<file path="src/rtl/gray_sweep_ctrl_pkg.sv">
// Shared types for the Gray-code sweep controller: FSM state encoding and
// direction constants.
package gray_sweep_pkg;

  typedef enum logic [1:0] {
    IDLE = 2'd0,
    EMIT = 2'd1,
    DONE = 2'd2
  } state_t;

  localparam logic DIR_UP = 1'b0;
  localparam logic DIR_DN = 1'b1;

endpackage

</file>
<file path="src/rtl/gray_sweep_ctrl_if.sv">
// Sweep request plus valid/ready Gray-code output stream.
// The master side requests sweeps and consumes codes; the slave side is the controller.
interface gray_sweep_ctrl_if #(
  parameter int W = 3
);
  logic         start;
  logic         dir;
  logic [W-1:0] start_bin;
  logic [W:0]   len;
  logic         abort;
  logic         out_ready;
  logic         gray_valid;
  logic [W-1:0] gray_out;
  logic         busy;
  logic         done;

  modport master (
    output start, dir, start_bin, len, abort, out_ready,
    input  gray_valid, gray_out, busy, done
  );

  modport slave (
    input  start, dir, start_bin, len, abort, out_ready,
    output gray_valid, gray_out, busy, done
  );
endinterface

</file>
<file path="src/rtl/gray_sweep_ctrl_encoder.sv">
// Combinational binary-to-Gray conversion: the MSB passes through and every
// lower bit is the XOR of itself with its upper neighbour.
module gray_encoder #(
  parameter int W = 3
) (
  input  logic [W-1:0] bin,
  output logic [W-1:0] gray
);
  genvar gi;

  assign gray[W-1] = bin[W-1];

  generate
    for (gi = 0; gi < W - 1; gi++) begin : g_bit
      assign gray[gi] = bin[gi] ^ bin[gi+1];
    end
  endgenerate
endmodule

</file>
<file path="src/rtl/gray_sweep_ctrl.sv">
// Bounded, back-pressurable Gray-code sweep sequencer. MOD_VALUE must be a
// power of two (>= 2) so that the wrap step is also a single-bit change.
module gray_sweep_ctrl
  import gray_sweep_pkg::*;
#(
  parameter  int MOD_VALUE = 8,
  localparam int W         = $clog2(MOD_VALUE)
) (
  input  logic                clk,
  input  logic                rstn,
  gray_sweep_ctrl_if.slave    bus
);
  localparam logic [W:0] MOD_LEN = (W+1)'(MOD_VALUE);

  state_t       state_reg, state_next;
  logic [W-1:0] bin_reg, bin_next;
  logic [W-1:0] gray_reg, gray_next;
  logic [W:0]   rem_reg, rem_next;
  logic [W:0]   len_eff;
  logic         dir_reg, dir_next;
  logic         transfer;

  // Oversized lengths are clamped so the sweep never repeats a code.
  assign len_eff  = (bus.len > MOD_LEN) ? MOD_LEN : bus.len;
  assign transfer = (state_reg == EMIT) && bus.out_ready;

  always_comb begin
    state_next = state_reg;
    bin_next   = bin_reg;
    rem_next   = rem_reg;
    dir_next   = dir_reg;
    case (state_reg)
      IDLE: begin
        if (bus.start && !bus.abort) begin
          bin_next   = bus.start_bin;
          dir_next   = bus.dir;
          rem_next   = len_eff;
          state_next = (len_eff != '0) ? EMIT : DONE;
        end
      end
      EMIT: begin
        if (transfer) begin
          if (rem_reg > (W+1)'(1)) begin
            rem_next = rem_reg - (W+1)'(1);
            bin_next = (dir_reg == DIR_DN) ? bin_reg - W'(1) : bin_reg + W'(1);
          end else begin
            rem_next   = '0;
            state_next = DONE;
          end
        end
      end
      DONE:    state_next = IDLE;
      default: state_next = IDLE;
    endcase
    // A transfer in the abort cycle has already advanced bin; only the sweep ends.
    if (bus.abort) begin
      state_next = IDLE;
      rem_next   = '0;
    end
  end

  // Encoding the next binary value keeps gray_out a plain register output.
  gray_encoder #(.W(W)) u_enc (
    .bin  (bin_next),
    .gray (gray_next)
  );

  always_ff @(posedge clk or negedge rstn) begin
    if (!rstn) begin
      state_reg <= IDLE;
      bin_reg   <= '0;
      gray_reg  <= '0;
      rem_reg   <= '0;
      dir_reg   <= DIR_UP;
    end else begin
      state_reg <= state_next;
      bin_reg   <= bin_next;
      gray_reg  <= gray_next;
      rem_reg   <= rem_next;
      dir_reg   <= dir_next;
    end
  end

  assign bus.gray_valid = (state_reg == EMIT);
  assign bus.gray_out   = gray_reg;
  assign bus.busy       = (state_reg != IDLE);
  assign bus.done       = (state_reg == DONE);

  len_in_range: assert property (
    @(posedge clk) disable iff (!rstn)
    (state_reg == IDLE && bus.start && !bus.abort) |-> (bus.len <= MOD_LEN)
  );
endmodule

</file>
<file path="src/flat_wrapper.sv">
// flat-port wrapper written by rule: the top's interface ports become plain ports
module gray_sweep_ctrl_flat import gray_sweep_pkg::*;
#(
  parameter  int MOD_VALUE = 8,
  localparam int W         = $clog2(MOD_VALUE)
)
  (clk, rstn, bus_start, bus_dir, bus_start_bin, bus_len, bus_abort, bus_out_ready, bus_gray_valid, bus_gray_out, bus_busy, bus_done);
  gray_sweep_ctrl_if #(.W((3))) bus_i ();
  input  logic clk;
  input  logic rstn;
  input wire logic [$bits(bus_i.start)-1:0] bus_start;
  input wire logic [$bits(bus_i.dir)-1:0] bus_dir;
  input wire logic [$bits(bus_i.start_bin)-1:0] bus_start_bin;
  input wire logic [$bits(bus_i.len)-1:0] bus_len;
  input wire logic [$bits(bus_i.abort)-1:0] bus_abort;
  input wire logic [$bits(bus_i.out_ready)-1:0] bus_out_ready;
  output wire logic [$bits(bus_i.gray_valid)-1:0] bus_gray_valid;
  output wire logic [$bits(bus_i.gray_out)-1:0] bus_gray_out;
  output wire logic [$bits(bus_i.busy)-1:0] bus_busy;
  output wire logic [$bits(bus_i.done)-1:0] bus_done;
  assign bus_i.start = bus_start;
  assign bus_i.dir = bus_dir;
  assign bus_i.start_bin = bus_start_bin;
  assign bus_i.len = bus_len;
  assign bus_i.abort = bus_abort;
  assign bus_i.out_ready = bus_out_ready;
  assign bus_gray_valid = bus_i.gray_valid;
  assign bus_gray_out = bus_i.gray_out;
  assign bus_busy = bus_i.busy;
  assign bus_done = bus_i.done;
  gray_sweep_ctrl #(.MOD_VALUE(MOD_VALUE)) u_core (.clk(clk), .rstn(rstn), .bus(bus_i));
endmodule
</file>
<file path="config.mk">
export PLATFORM = sky130hd
export DESIGN_NAME = gray_sweep_ctrl_flat
export DESIGN_NICKNAME = d
export VERILOG_FILES = /design/src/rtl/gray_sweep_ctrl_pkg.sv /design/src/rtl/gray_sweep_ctrl_if.sv /design/src/rtl/gray_sweep_ctrl_encoder.sv /design/src/rtl/gray_sweep_ctrl.sv /design/src/flat_wrapper.sv
export SDC_FILE = /design/constraint.sdc
export NUM_CORES = 1
export LEC_CHECK = 0
export ABC_AREA = 0
export CAP_MARGIN = 25
export CELL_PAD_IN_SITES_DETAIL_PLACEMENT = 1
export CELL_PAD_IN_SITES_GLOBAL_PLACEMENT = 1
export CORE_MARGIN = 1.5
export CORE_UTILIZATION = 39
export DETAILED_ROUTE_END_ITERATION = 8
export GPL_TIMING_DRIVEN = 0
export HOLD_SLACK_MARGIN = 0.05
export PLACE_DENSITY_LB_ADDON = 0.1
export RECOVER_POWER = 100
export SYNTH_ARGS = -nofsm -noshare
export SYNTH_HDL_FRONTEND = slang
export SYNTH_SLANG_ARGS = --single-unit
</file>
<file path="constraint.sdc">
create_clock -name clk -period 3.2 [get_ports clk]
set_input_delay 0.48 -clock clk [delete_from_list [all_inputs] [get_ports clk]]
set_output_delay 0.48 -clock clk [all_outputs]
set_load 0.05 [all_outputs]
</file>
==> impl_table.tex <==
\begin{tabular}{lr}
\hline
Metric & Value \\
\hline
\multicolumn{2}{l}{\textbf{Route}} \\
Total Wirelength & 1.911 mm \\
Routed len/inst & 14.16 um \\
Routed Antenna Nets & 0 \\
Detailed-routing iteration count for the pre-antenna-repair pass & 2 \\
Detailed-route via count & 713 \\
Average via count per standard cell & 5.281 \\
DRC Markers & 0 \\
Initial DRC Count & 5 \\
\multicolumn{2}{l}{\textbf{CTS}} \\
TritonCTS clock tree & built \\
Clock-pin slew on the worst setup and hold paths & 80 ps \\
Bufs on Longest Clock Path & 2 \\
Root buffer cell & clkbuf\_4 \\
Hold-fix buffers at CTS & 0 \\
Sink count of the clock tree & 12 \\
CTS Buf Count & 3 \\
H-tree levels & 1 \\
\# Post-CTS Setup Buffers & 0 \\
Clock insertion delay at the later pin of the skew report & 270 ps \\
Count of cells resized by post-cts repair & 0 \\
\multicolumn{2}{l}{\textbf{Floorplanning}} \\
Die area & 2358 sq um \\
Core Rows & 16 \\
Vert. Die Dim & 48.56 um \\
Core area & 1962 sq um \\
Number of I/O pins & 19 \\
Horizontal die dimension & 48.56 um \\
Initial core utilization & 0.4126 \\
\multicolumn{2}{l}{\textbf{Place}} \\
Dpl cells & 131 \\
Number of port buffers & 18 \\
Dpl cell area & 1023 sq um \\
Worst setup timing slack at the placement stage & 976.9 ps \\
Post-detailed-placement half-perimeter wirelength & 1.521 mm \\
Final weighted congestion in routability-driven placement & 0.7108 \\
\multicolumn{2}{l}{\textbf{Job}} \\
Number of maximum-capacitance violations & 0 \\
\multicolumn{2}{l}{\textbf{Worst hold path}} \\
Worst hold-check path type & reg2reg \\
Worst min-delay path endpoint & u\_core.rem\_reg[1]\$\_DFFE\_PN0P\_ \\
Source of the worst hold timing path & u\_core.rem\_reg[1]\$\_DFFE\_PN0P\_ \\
Worst hold path depth & 2 \\
\multicolumn{2}{l}{\textbf{Synth}} \\
Share of synthesized registers carrying an async set or reset & 1.000 \\
Yosys top cell area share & 0.3709 \\
Number of enable flip-flop cells after synthesis & 0 \\
Combinational family with the most area after synthesis & simple AND/OR/NAND/NOR gates \\
Cell with the most instances after synthesis & dfrtp\_1 \\
Cell type contributing the most total cell area after synthesis & dfrtp\_1 \\
Area of the mapped netlist & 809.5 sq um \\
Area contributors post-synth & dfrtp\_1 (37\%), o21ai\_0 (4.3\%), nor3\_1 (3.7\%) \\
Number of instances in the synthesized netlist & 86 \\
Synthesized area per cell & 9.413 sq um \\
Portion of the post-synthesis area used by sequential elements & 0.3709 \\
Net Count, Synth & 102 \\
Fraction of synthesized cell area in xor and xnor cells & 0.03246 \\
Number of synthesized register bits & 12 \\
Area share of and/or/nand/nor cells after synthesis & 0.2442 \\
Top FF cell, synth & dfrtp\_1 \\
Total number of yosys warnings & 0 \\
Arithmetic-cell share of the synthesized area counting full adders, half adders and majority gates & 0.05564 \\
Mux cell area share after synthesis & 0.03864 \\
Most common library cells after synthesis & dfrtp\_1 (12), nand2\_1 (8), o21ai\_0 (7), nor3\_1 (6), inv\_1 (5) \\
Number of distinct library cells after synthesis & 36 \\
Synth Area in Compound Gates & 0.1886 \\
\multicolumn{2}{l}{\textbf{STA}} \\
Final Max Tran Viols & 0 \\
Total count of hold-check failures in the final report & 0 \\
Final clock skew & 1.171 ps \\
Tightest hold margin & 542.7 ps \\
RSZ-0062 raised after global routing & no \\
Final period util & 0.7867 \\
Max Fclk & 397.3 MHz \\
Finish-stage setup viols & 0 \\
Tightest slew margin relative to the limit & 0.6132 \\
TNS Setup & 0 ps \\
Pin slew with the least headroom to its limit & 578.3 ps \\
Period minus WS final & 2517 ps \\
Crit path setup slack, layout & 682.7 ps \\
\multicolumn{2}{l}{\textbf{Setup path}} \\
Critical path required time & 2720 ps \\
Crit-path max FO & 10 \\
Reg2Reg Capture Point & u\_core.bus.gray\_out[0]\$\_DFF\_PN0\_ \\
Critical Path Start Type & flip-flop \\
Endpoint kind of the worst setup timing path & primary output \\
Reg2reg path depth & 7 \\
Flop2flop setup slack & 1220 ps \\
Arr. time, crit path & 2040 ps \\
Launch point of the worst reg-to-reg path & u\_core.rem\_reg[0]\$\_DFFE\_PN0P\_ \\
Path type of the worst setup path & reg2out \\
\multicolumn{2}{l}{\textbf{Status}} \\
Run status & finished clean \\
\multicolumn{2}{l}{\textbf{Cells and area}} \\
Fraction of final layout cells sized beyond drive strength 1 & 0.1204 \\
Count of inserted antenna diode cells & 0 \\
Number of nets in the finished design & 125 \\
Max reg flops & 4 \\
Final cell count without fillers & 135 \\
Signed area change from the synthesized netlist to the final layout & 28.28\% \\
Final standard cell utilization of the core & 0.5293 \\
Layout filler cell count & 258 \\
Area of all placed cells without fillers & 1039 sq um \\
\multicolumn{2}{l}{\textbf{Power}} \\
Maximum ir drop on the vdd rail & 369.7 uV \\
Leakage & 0.4518 nW \\
Power consumption & 0.8257 mW \\
Power density over cell area & 795.1 nW/um\^{}2 \\
\multicolumn{2}{l}{\textbf{GRT}} \\
Tot GR Track Use & 0.1814 \\
Via count of the first global-routing pass & 736 \\
Final global-route overflow total & 0 \\
Initial antenna violation count & 0 \\
Maximum number of pins on one net before global-route repair & 13 \\
First-pass GRT wire length & 3.256 mm \\
\hline
\end{tabular}
-- per-layer routing --
layer  up-vias  GRT usage  part of all wire  routed length, um
met5         -          0                 0                  0
met4         0    0.08571            0.0089                 17
met3         2    0.03704             0.035                 66
met2        16     0.3310              0.52                992
met1       345     0.2008              0.44                835
li1        350          -                 -                  -
-- cell type report --
class,count,area (sq um),area share
tap,27,33.78,0.03253
inverter,6,22.52,0.02169
multi-input combinational,64,431.7,0.4157
sequential,12,300.3,0.2892
clock buffer,4,36.28,0.03494
timing repair buffer,18,180.2,0.1735
buffer,4,33.78,0.03253
-- how the worst max path moves through the flow --
stage                                          from                          endpoint  slack [ps]  depth (start not counted)
floorplan                u_core.dir_reg$_DFFE_PN0P_  u_core.bus.gray_out[1]$_DFF_PN0_        1400                          5
global placement                          bus_abort  u_core.bus.gray_out[1]$_DFF_PN0_         990                          6
detailed placement                        bus_abort  u_core.bus.gray_out[1]$_DFF_PN0_         980                          6
CTS                 u_core.state_reg[1]$_DFFE_PN0P_                    bus_gray_valid         720                          5
global route        u_core.state_reg[1]$_DFFE_PN0P_                    bus_gray_valid         580                          5
finish              u_core.state_reg[1]$_DFFE_PN0P_                    bus_gray_valid         680                          5
-- cell usage in the layout (no fill, tap or decap), drive strengths merged --
master,instances
mux2,1
a31oi,3
xnor2,3
dlygate4sd3,9
nor2b,3
inv,6
nor2,5
nor4,2
o211a,1
mux2i,2
dfrtp,12
a32oi,1
nand2b,3
nand3b,1
o21ai,8
and3b,1
fa,1
o31ai,2
and2,1
a32o,1
clkdlybuf4s50,9
or3,3
o21bai,1
nor3,6
clkbuf,4
a21oi,2
a311oi,1
ha,2
nand3,2
buf,4
nand2,8
-- critical path, cell delays in order (launching register included) --
cell and delay (ps):
dfrtp_1 380, buf_6 130, nand2b_1 130, buf_4 170
inv_2 80, dlygate4sd3_1 870
-- kinds of logic (layout without fill, tap and decap cells) --
| logic type | count (synthesis) | in the layout |
|---|---|---|
| AO/OA/AOI/OAI | 20 | 20 |
| adder cells (fa/ha/maj) | 3 | 3 |
| XOR/XNOR | 3 | 3 |
| flip-flops | 12 | 12 |
| AND/OR/NAND/NOR | 35 | 35 |
| multiplexers | 3 | 3 |
| buffers and inverters | 10 | 32 |
-- power by group --
part,switching (mW),total (mW),leakage (nW),internal [mW]
combinational,0.268,0.449,0.278,0.181
sequential,0.0510,0.255,0.153,0.204
clock,0.0526,0.122,0.0210,0.0691
total,0.371,0.826,0.452,0.455
No activity file was read; power rests on OpenSTA's default activity.
